==> src/rtl/wb_stage_if.sv <==
// wb_stage_if: bundles the MEM->WB instruction fields, the data-memory
// response and the writeback/hazard outputs of the writeback stage.
//   master : the surrounding pipeline (drives m_*, flush_w, dmem_*)
//   slave  : wb_stage (drives writeback_*, rd, wb_stall, load_fault, instret)
interface wb_stage_if #(
  parameter int INSTRET_WIDTH = 64
);
  logic                     m_valid;
  logic                     m_regwrite;
  logic [1:0]               m_result_src;
  logic                     m_is_load;
  logic [2:0]               m_funct3;
  logic [4:0]               m_rd;
  logic [31:0]              m_alu_result;
  logic [31:0]              m_pc_plus_4;
  logic                     flush_w;
  logic                     dmem_rvalid;
  logic [31:0]              dmem_rdata;
  logic                     writeback_control;
  logic [4:0]               rd;
  logic [31:0]              writeback_data;
  logic                     wb_stall;
  logic                     load_fault;
  logic [INSTRET_WIDTH-1:0] instret;

  modport master (
    output m_valid, m_regwrite, m_result_src, m_is_load, m_funct3, m_rd,
           m_alu_result, m_pc_plus_4, flush_w, dmem_rvalid, dmem_rdata,
    input  writeback_control, rd, writeback_data, wb_stall, load_fault, instret
  );

  modport slave (
    input  m_valid, m_regwrite, m_result_src, m_is_load, m_funct3, m_rd,
           m_alu_result, m_pc_plus_4, flush_w, dmem_rvalid, dmem_rdata,
    output writeback_control, rd, writeback_data, wb_stall, load_fault, instret
  );
endinterface

==> src/rtl/wb_stage.sv <==
// wb_stage: writeback stage of the RV32I pipeline.
// Holds the MEM/WB register, waits (bounded) for load data, aligns and
// extends it, selects the result and drives the register-file write port.
// Ports:
//   clk   : clock
//   reset : asynchronous, active-high
//   bus   : wb_stage_if.slave -- m_* capture fields, flush_w, dmem_rvalid/
//           dmem_rdata in; writeback_control, rd, writeback_data, wb_stall,
//           load_fault, instret out
// Writeback outputs are combinational from the W register and dmem_*, because
// the decode stage commits the write on the negedge of the same cycle.
module wb_stage #(
  parameter int LOAD_TIMEOUT  = 16,
  parameter int INSTRET_WIDTH = 64
) (
  input  logic     clk,
  input  logic     reset,
  wb_stage_if.slave bus
);

  localparam int CNT_W = $clog2(LOAD_TIMEOUT + 1);
  localparam logic [CNT_W-1:0] TIMEOUT_C = CNT_W'(LOAD_TIMEOUT);
  localparam logic [CNT_W-1:0] CNT_ZERO  = {CNT_W{1'b0}};
  localparam logic [CNT_W-1:0] CNT_ONE   = CNT_W'(1);

  typedef enum logic [0:0] {
    RUN  = 1'b0,
    WAIT = 1'b1
  } state_e;

  // Byte/halfword alignment and extension of a raw load word.
  function automatic logic [31:0] load_ext(input logic [2:0]  f3,
                                           input logic [1:0]  off,
                                           input logic [31:0] word);
    logic [7:0]  b;
    logic [15:0] h;
    logic [31:0] r;
    case (off)
      2'b00:   b = word[7:0];
      2'b01:   b = word[15:8];
      2'b10:   b = word[23:16];
      2'b11:   b = word[31:24];
      default: b = word[7:0];
    endcase
    h = off[1] ? word[31:16] : word[15:0];
    case (f3)
      3'b000:  r = {{24{b[7]}}, b};
      3'b100:  r = {24'h000000, b};
      3'b001:  r = {{16{h[15]}}, h};
      3'b101:  r = {16'h0000, h};
      default: r = word;
    endcase
    return r;
  endfunction

  // W register and FSM state
  logic                     valid_q, valid_d;
  logic                     regwrite_q, regwrite_d;
  logic [1:0]               result_src_q, result_src_d;
  logic                     is_load_q, is_load_d;
  logic [2:0]               funct3_q, funct3_d;
  logic [4:0]               rd_q, rd_d;
  logic [31:0]              alu_q, alu_d;
  logic [31:0]              pcp4_q, pcp4_d;
  state_e                   state_q, state_d;
  logic [CNT_W-1:0]         cnt_q, cnt_d;
  logic [INSTRET_WIDTH-1:0] instret_q, instret_d;

  logic        need_data_s;
  logic        wb_stall_s;
  logic        load_fault_s;
  logic        retire_s;
  logic [31:0] load_word_s;
  logic [31:0] result_s;

  assign need_data_s = valid_q & is_load_q & (state_q == RUN);

  // Load-wait FSM: stall decision, timeout counting and fault pulse.
  always_comb begin
    state_d      = state_q;
    cnt_d        = cnt_q;
    wb_stall_s   = 1'b0;
    load_fault_s = 1'b0;
    case (state_q)
      RUN: begin
        if (need_data_s && !bus.dmem_rvalid) begin
          wb_stall_s = 1'b1;
          state_d    = WAIT;
          cnt_d      = CNT_ONE;
        end else begin
          state_d = RUN;
          cnt_d   = CNT_ZERO;
        end
      end
      WAIT: begin
        if (bus.dmem_rvalid) begin
          state_d = RUN;
          cnt_d   = CNT_ZERO;
        end else if (cnt_q == TIMEOUT_C) begin
          // Give up on the load: retire it with a zero result.
          load_fault_s = 1'b1;
          state_d      = RUN;
          cnt_d        = CNT_ZERO;
        end else begin
          wb_stall_s = 1'b1;
          cnt_d      = cnt_q + CNT_ONE;
        end
      end
      default: begin
        state_d = RUN;
        cnt_d   = CNT_ZERO;
      end
    endcase
  end

  assign retire_s = valid_q & ~wb_stall_s;

  // Result selection and writeback port drive.
  always_comb begin
    load_word_s = load_ext(funct3_q, alu_q[1:0], bus.dmem_rdata);
    case (result_src_q)
      2'b01:   result_s = load_word_s;
      2'b10:   result_s = pcp4_q;
      default: result_s = alu_q;
    endcase
    if (!valid_q || load_fault_s) begin
      bus.writeback_data = 32'h0000_0000;
    end else begin
      bus.writeback_data = result_s;
    end
    bus.writeback_control = retire_s & regwrite_q & (rd_q != 5'd0);
    bus.rd                = rd_q;
    bus.wb_stall          = wb_stall_s;
    bus.load_fault        = load_fault_s;
    bus.instret           = instret_q;
  end

  // W register capture (held while stalled, so flush_w is ignored then).
  always_comb begin
    if (wb_stall_s) begin
      valid_d      = valid_q;
      regwrite_d   = regwrite_q;
      result_src_d = result_src_q;
      is_load_d    = is_load_q;
      funct3_d     = funct3_q;
      rd_d         = rd_q;
      alu_d        = alu_q;
      pcp4_d       = pcp4_q;
    end else begin
      valid_d      = bus.m_valid & ~bus.flush_w;
      regwrite_d   = bus.m_regwrite;
      result_src_d = bus.m_result_src;
      is_load_d    = bus.m_is_load;
      funct3_d     = bus.m_funct3;
      rd_d         = bus.m_rd;
      alu_d        = bus.m_alu_result;
      pcp4_d       = bus.m_pc_plus_4;
    end
    instret_d = instret_q + INSTRET_WIDTH'(retire_s);
  end

  // State registers with asynchronous reset.
  always_ff @(posedge clk or posedge reset) begin
    if (reset) begin
      valid_q      <= 1'b0;
      regwrite_q   <= 1'b0;
      result_src_q <= 2'b00;
      is_load_q    <= 1'b0;
      funct3_q     <= 3'b000;
      rd_q         <= 5'd0;
      alu_q        <= 32'h0000_0000;
      pcp4_q       <= 32'h0000_0000;
      state_q      <= RUN;
      cnt_q        <= CNT_ZERO;
      instret_q    <= {INSTRET_WIDTH{1'b0}};
    end else begin
      valid_q      <= valid_d;
      regwrite_q   <= regwrite_d;
      result_src_q <= result_src_d;
      is_load_q    <= is_load_d;
      funct3_q     <= funct3_d;
      rd_q         <= rd_d;
      alu_q        <= alu_d;
      pcp4_q       <= pcp4_d;
      state_q      <= state_d;
      cnt_q        <= cnt_d;
      instret_q    <= instret_d;
    end
  end

endmodule

==> src/flat_wrapper.sv <==
// flat-port wrapper written by rule: the top's interface ports become plain ports
module wb_stage_flat 
#(
  parameter int LOAD_TIMEOUT  = 16,
  parameter int INSTRET_WIDTH = 64
)
  (clk, reset, bus_m_valid, bus_m_regwrite, bus_m_result_src, bus_m_is_load, bus_m_funct3, bus_m_rd, bus_m_alu_result, bus_m_pc_plus_4, bus_flush_w, bus_dmem_rvalid, bus_dmem_rdata, bus_writeback_control, bus_rd, bus_writeback_data, bus_wb_stall, bus_load_fault, bus_instret);
  wb_stage_if #(.INSTRET_WIDTH(INSTRET_WIDTH)) bus_i ();
  input  logic clk;
  input  logic reset;
  input wire logic [$bits(bus_i.m_valid)-1:0] bus_m_valid;
  input wire logic [$bits(bus_i.m_regwrite)-1:0] bus_m_regwrite;
  input wire logic [$bits(bus_i.m_result_src)-1:0] bus_m_result_src;
  input wire logic [$bits(bus_i.m_is_load)-1:0] bus_m_is_load;
  input wire logic [$bits(bus_i.m_funct3)-1:0] bus_m_funct3;
  input wire logic [$bits(bus_i.m_rd)-1:0] bus_m_rd;
  input wire logic [$bits(bus_i.m_alu_result)-1:0] bus_m_alu_result;
  input wire logic [$bits(bus_i.m_pc_plus_4)-1:0] bus_m_pc_plus_4;
  input wire logic [$bits(bus_i.flush_w)-1:0] bus_flush_w;
  input wire logic [$bits(bus_i.dmem_rvalid)-1:0] bus_dmem_rvalid;
  input wire logic [$bits(bus_i.dmem_rdata)-1:0] bus_dmem_rdata;
  output wire logic [$bits(bus_i.writeback_control)-1:0] bus_writeback_control;
  output wire logic [$bits(bus_i.rd)-1:0] bus_rd;
  output wire logic [$bits(bus_i.writeback_data)-1:0] bus_writeback_data;
  output wire logic [$bits(bus_i.wb_stall)-1:0] bus_wb_stall;
  output wire logic [$bits(bus_i.load_fault)-1:0] bus_load_fault;
  output wire logic [$bits(bus_i.instret)-1:0] bus_instret;
  assign bus_i.m_valid = bus_m_valid;
  assign bus_i.m_regwrite = bus_m_regwrite;
  assign bus_i.m_result_src = bus_m_result_src;
  assign bus_i.m_is_load = bus_m_is_load;
  assign bus_i.m_funct3 = bus_m_funct3;
  assign bus_i.m_rd = bus_m_rd;
  assign bus_i.m_alu_result = bus_m_alu_result;
  assign bus_i.m_pc_plus_4 = bus_m_pc_plus_4;
  assign bus_i.flush_w = bus_flush_w;
  assign bus_i.dmem_rvalid = bus_dmem_rvalid;
  assign bus_i.dmem_rdata = bus_dmem_rdata;
  assign bus_writeback_control = bus_i.writeback_control;
  assign bus_rd = bus_i.rd;
  assign bus_writeback_data = bus_i.writeback_data;
  assign bus_wb_stall = bus_i.wb_stall;
  assign bus_load_fault = bus_i.load_fault;
  assign bus_instret = bus_i.instret;
  wb_stage #(.LOAD_TIMEOUT(LOAD_TIMEOUT), .INSTRET_WIDTH(INSTRET_WIDTH)) u_core (.clk(clk), .reset(reset), .bus(bus_i));
endmodule
==> config.mk <==
export PLATFORM = sky130hd
export DESIGN_NAME = wb_stage_flat
export DESIGN_NICKNAME = d
export VERILOG_FILES = /design/src/rtl/wb_stage_if.sv /design/src/rtl/wb_stage.sv /design/src/flat_wrapper.sv
export SDC_FILE = /design/constraint.sdc
export NUM_CORES = 1
export LEC_CHECK = 0
export CELL_PAD_IN_SITES_DETAIL_PLACEMENT = 0
export CELL_PAD_IN_SITES_GLOBAL_PLACEMENT = 2
export CORE_MARGIN = 5
export CORE_UTILIZATION = 32
export CTS_CLUSTER_DIAMETER = 150
export DETAILED_ROUTE_END_ITERATION = 10
export PLACE_DENSITY_LB_ADDON = 0.1
export SLEW_MARGIN = 20
export SYNTH_ARGS = -nofsm -noshare
export SYNTH_HDL_FRONTEND = slang
export SYNTH_SLANG_ARGS = --single-unit
export TNS_END_PERCENT = 10
==> constraint.sdc <==
create_clock -name clk -period 9.95 [get_ports clk]
set_clock_uncertainty 0.2 [all_clocks]
set_input_delay 1.4925 -clock clk [delete_from_list [all_inputs] [get_ports clk]]
set_output_delay 1.4925 -clock clk [all_outputs]
set_load 0.01 [all_outputs]
---- After elaboration in Yosys (flattened, before gate mapping) ----
Cells that the tools add are included.
word-level totals
  register bits after elaboration ......... 147
  bits of input ports ..................... 113
  output and inout bits ................... 104
cells by class
  add/subtract/negate cells ............... 2
  equal/unequal tests ..................... 9
  multiplexer cells ....................... 16
  bitwise gates (word level) .............. 9
  reductions and logical operators ........ 7
operators by type and width
  kind                 count
  $pmux 32 s4          1
  $add 64x1->64        1
  $pmux 32 s2          1
  $mux 32              1
  $pmux 8 s4           1
  $mux 16              1
  $mux 5               2
  $pmux 5 s2           1
  $mux 1               7
  $and 1x1->1          6
  $eq 2x2->1 const B   3
  $eq 3x3->1 const B   2
  $add 5x1->5 const B  1
  $eq 5x5->1 const B   1
  $reduce_bool 5->1    1
  $eq 2x1->1 const B   2
  $eq 3x1->1 const B   1
  $logic_not 3->1      1
  $not 1->1            3
  $logic_not 1->1      2
  $logic_not 2->1      1
  $pmux 1 s2           1
  $logic_and 1x1->1    1
  $logic_or 1x1->1     1

---- Logic depth before layout (Yosys ltp) ----
  word-level depth ........................ 9
  mapped depth ............................ 14
  mapped depth without buffers ............ 13

---- Worst setup path after synthesis ----
No wires, ideal clock.
  kind .................................... input port to output port
  start ................................... in bus_dmem_rdata[31]
  end ..................................... out bus_writeback_data[10]
  arrival ................................. 2.876 ns
  path slack .............................. 5.381 ns
  cell stages on the path ................. 6
  path buffers ............................ 1
  path through ............................ mux4_2 > nor3b_2 > or3_1 > clkbuf_2 > a221oi_1 > nor3_1
on the way
  word-level cells in the longest chain between the ends .. 4
RTL lines
  what         line                text
  from (decl)  flat_wrapper.sv:21  input wire logic [$bits(bus_i.dmem_rdata)-1:0] bus_dmem_rdata;
  $pmux 8 s4   wb_stage.sv:38      case (off)
  $pmux 32 s4  wb_stage.sv:46      case (f3)
  $pmux 32 s2  wb_stage.sv:121     case (result_src_q)
  $mux 32      wb_stage.sv:126     if (!valid_q || load_fault_s) begin
  to (decl)    flat_wrapper.sv:24  output wire logic [$bits(bus_i.writeback_data)-1:0] bus_writeback_data;
No other way between the ends.

---- Worst setup path after layout ----
  start ................................... in bus_dmem_rdata[31]
  end ..................................... out bus_writeback_data[25]
on the way
  word-level cells in the longest chain between the ends .. 4
RTL lines
  what                                   line
  $pmux 8 s4 or $mux 16 (tied branches)  wb_stage.sv:38, wb_stage.sv:45
  $pmux 32 s4 (*)                        wb_stage.sv:46
  $pmux 32 s2 (*)                        wb_stage.sv:121
  $mux 32 (*)                            wb_stage.sv:126
Mark *: on every way between the ends. The rest lies on a longest branch, timed or not.

==> qor.csv <==
stage;metric;value;unit
setup_path;setup.worst_path.class;in -> out;
synth;synthesis.nets;776;
power;power;1720;uW
route;via_per_inst;5.07;
clock_network;cts_resized;0;
sta;timing.final.setup_violations;0;
synth;synthDistinctLibCells;46;
die;pin_count;217;
setup_path;r2r-end;u_core.bus.instret[54]$_DFF_PP0_;
worst_hold_path;holdPathStages;1;
die;floorplan.rows;55;
synth;synth_top_cell_by_area;sky130_fd_sc_hd__dfrtp_1;
worst_hold_path;worst_hold_startpoint;u_core.bus.instret[63]$_DFF_PP0_;
power;switching_power;495;uW
route;vias;5895;
place;placed_cells_incl_taps;1129;
grt;grt_pass1_vias;6169;
cells_and_area;final_nets;982;
setup_path;worst_ep_arrival_time;4.14;ns
clock_network;cts_hold_buf;0;
route;avgRoutedWirePerCell;20.0;um
cells_and_area;area.growth.synth_to_final;41.0;%
worst_hold_path;hold_end;u_core.bus.instret[63]$_DFF_PP0_;
synth;ys.warnings.count;0;
synth;synth.cell_area;0.00730;mm^2
sta;period_needed;5.83;ns
sta;finalHoldViolations;0;
status;status;finished clean;
synth;synth.top_cell.area_share;50.4;%
place;port_buffers;216;
clock_network;ctsLongestPathBuffers;2;
run;max-cap-violations;0;
setup_path;r2r_slack;6.09;ns
grt;grt_usage;17.6;%
die;initial_utilization;32.3;%
power;vdd_ir_drop_max;0.000114;V
die;coreArea;0.0226;mm^2
clock_network;cts_setup_buffers;0;
grt;initial_antenna_violation_count;1;
synth;synth_async_sr_flop_share;100;%
cells_and_area;seqCellArea;0.00368;mm^2
sta;worst_pin_slew;0.941;ns
sta;final.setup.tns;0;ns
sta;finalMaxSlewViolations;0;
synth;yosysSeqAreaShare;50.4;%
power;power.share.combinational;22.6;%
route;wl;23200;um
synth;yosys-top-cells-area;sky130_fd_sc_hd__dfrtp_1 50%, sky130_fd_sc_hd__mux2_2 13%, sky130_fd_sc_hd__xor2_1 4.3%;
clock_network;tritoncts_buffer_count;17;
clock_network;cts_tree;done;
cells_and_area;nFillCells;2108;
route;met2_length;11300;um
setup_path;critPathCaptureType;output port;
cells_and_area;final_cell_count_no_fill;1162;
cells_and_area;drive_gt1_share;14.7;%
clock_network;cts.htree.levels;4;
sta;max_clock_freq;0.171;GHz
route;remaining_drc_errors;0;
synth;synth-edff-count;0;
sta;grt_setup_unrepaired;false;
route;wl_met3;1480;um
setup_path;crit-reg2reg-launch;u_core.cnt_q[0]$_DFF_PP0_;
setup_path;worst-path-max-fanout;16;
route;first_iter_violations;235;
die;die_height;161;um
route;final_antenna_net_count;0;
synth;ys.flop_type;sky130_fd_sc_hd__dfrtp_1;
synth;synth_cells;657;
sta;max_slew_headroom_at_the_worst_pin;37.3;%
die;die_w;161;um
clock_network;clock_pin_transition_on_the_worst_setup_and_hold_timing_paths;0.06;ns
place;place.gp.congestion;0.772;
route;firstDrtPassIters;5;
clock_network;ctsRootBufferMaster;sky130_fd_sc_hd__clkbuf_16;
die;design.die.area;0.0259;mm^2
power;power-per-cell-area;167;mW/mm^2
setup_path;worstSetupStartpointType;input port;
place;hpwlAfterDp;16800;um
worst_hold_path;timing.hold.worst.class;reg -> reg;
clock_network;tritoncts_num_sinks;147;
grt;grt_overflow_total;0;
synth;syn_avg_cell_area;11.1;um^2
power;power_leakage;0.00431;uW
power;power_report.internal_total;1230;uW
grt;grt_start_max_net_pins;86;
place;place_area;0.00972;mm^2
power;power.switching_fraction;28.7;%
clock_network;clock_latency;0.43;ns
power;clock_power_share;36.9;%
route;highest-signal-layer;met5;
setup_path;r2r_cells;13;
power;sequentialPowerShare;40.5;%
cells_and_area;final_cell_area;0.0103;mm^2
cells_and_area;multi_input_comb_area;0.00336;mm^2
cells_and_area;final_core_util;45.6;%
route;m1WireLength;10200;um
sta;layout_worst_path_cycle_share;58.6;%
grt;wire_length_of_the_first_global_routing_pass;35700;um
setup_path;critPathRequiredTime;8.26;ns
synth;synth_seq_cells;147;
final cells by class:
cell class                      count  share of cell area, %
Sequential cell                   147                   35.7
Multi-Input combinational cell    444                   32.7
Timing Repair Buffer              219                   21.2
Clock buffer                       19                   4.30
Tap cell                          285                   3.46
Inverter                           34                   1.29
Clock inverter                     12                   1.28
Antenna cell                        2                 0.0486
registers in the layout (all words and copies together) (netlist names):
register and cells:
u_core.funct3_q 3, u_core.bus.rd 5, u_core.regwrite_q 1, u_core.pcp4_q 32, u_core.state_q 1, u_core.is_load_q 1, u_core.bus.instret 64, u_core.cnt_q 5
u_core.result_src_q 2, u_core.alu_q 32, u_core.valid_q 1
metal layers:
metal | track usage, % | up-vias
li1 | - | 2776
met2 | 29.4 | 158
met5 | 0 | -
met3 | 5.97 | 22
met1 | 22.4 | 2937
met4 | 3.76 | 2
worst max-delay path, stage by stage:
cell and delay, ns:
sky130_fd_sc_hd__clkdlybuf4s50_1 0.49, sky130_fd_sc_hd__mux4_2 0.53, sky130_fd_sc_hd__nand2_1 0.08, sky130_fd_sc_hd__nand2_1 0.06
sky130_fd_sc_hd__a31oi_2 0.75, sky130_fd_sc_hd__a221oi_1 0.18, sky130_fd_sc_hd__clkdlybuf4s50_1 0.56
synth_stat cells (2+ instances only):
cell type                   count
sky130_fd_sc_hd__and3_1         7
sky130_fd_sc_hd__o21ai_0       10
sky130_fd_sc_hd__inv_1         34
sky130_fd_sc_hd__or3_1          3
sky130_fd_sc_hd__xor2_1        36
sky130_fd_sc_hd__o221ai_1       2
sky130_fd_sc_hd__nor2_1        29
sky130_fd_sc_hd__o2bb2ai_1      6
sky130_fd_sc_hd__buf_2          9
sky130_fd_sc_hd__mux2_2        83
sky130_fd_sc_hd__a221oi_1      30
sky130_fd_sc_hd__a21oi_1       18
sky130_fd_sc_hd__nor4_1         6
sky130_fd_sc_hd__ha_1           6
sky130_fd_sc_hd__nand4_1       17
sky130_fd_sc_hd__nor3_1        31
sky130_fd_sc_hd__a22oi_1       16
sky130_fd_sc_hd__nand3_1       26
sky130_fd_sc_hd__a211oi_1       3
sky130_fd_sc_hd__xnor2_1       29
sky130_fd_sc_hd__clkbuf_1      21
sky130_fd_sc_hd__nor2b_1        7
sky130_fd_sc_hd__mux2i_1        8
sky130_fd_sc_hd__nand2b_1       4
sky130_fd_sc_hd__and2_1        10
sky130_fd_sc_hd__dfrtp_1      147
sky130_fd_sc_hd__nand2_1       40
power by group through the flow:
stage / Clock, uW / Combinational [uW] / Sequential, uW
floorplan: 0 / 212 / 698
global placement: 0 / 391 / 705
detailed placement: 0 / 395 / 708
CTS: 654 / 398 / 697
global route: 676 / 423 / 705
finish: 636 / 390 / 697
per-stage QoR:
stage / setup WS (ns) / hold slack, ns
2_1_floorplan: 4.31 / 0.270
3_3_place_gp: 4.17 / 0.260
3_5_place_dp: 4.14 / 0.262
4_1_cts: 4.12 / 0.275
5_1_grt: 3.92 / 0.306
6_report: 4.12 / 0.265
layout by cell type (no fill, tap or decap), drive strengths merged, types with 10 or more instances in the layout:
cell type      instances
dfrtp                147
a22oi                 16
xnor2                 29
a21oi                 18
mux2                  83
clkbuf                19
nor3                  32
inv                   36
o21ai                 10
xor2                  36
nand4                 18
a221oi                30
nand2                 40
clkdlybuf4s50        216
nand3                 27
nor2                  29
and2                  10
how the worst max path moves through the flow:
stage,depth (start not counted),start,slack [ns],endpoint
4_1_cts,7,bus_dmem_rdata[31],4.12,bus_writeback_data[17]
3_5_place_dp,7,bus_dmem_rdata[31],4.14,bus_writeback_data[17]
6_report,7,bus_dmem_rdata[31],4.12,bus_writeback_data[25]
3_3_place_gp,7,bus_dmem_rdata[31],4.17,bus_writeback_data[11]
5_1_grt,7,bus_dmem_rdata[31],3.92,bus_writeback_data[29]
2_1_floorplan,1,reset,4.31,u_core.alu_q[0]$_DFFE_PP0N_
cells by family (layout without fill, tap and decap cells):
logic type,Yosys count,after routing,synth area share [%]
and+or+nand+nor,191,191,13.9
xor gates and xnor gates,65,65,7.80
AOI/OAI and AO/OA,90,90,9.03
other,0,2,0
DFF,147,147,50.4
muxes,92,92,14.2
buffers and inverters,66,284,3.67
adders and majority gates,6,6,1.03
No activity file was read; power rests on OpenSTA's default activity.
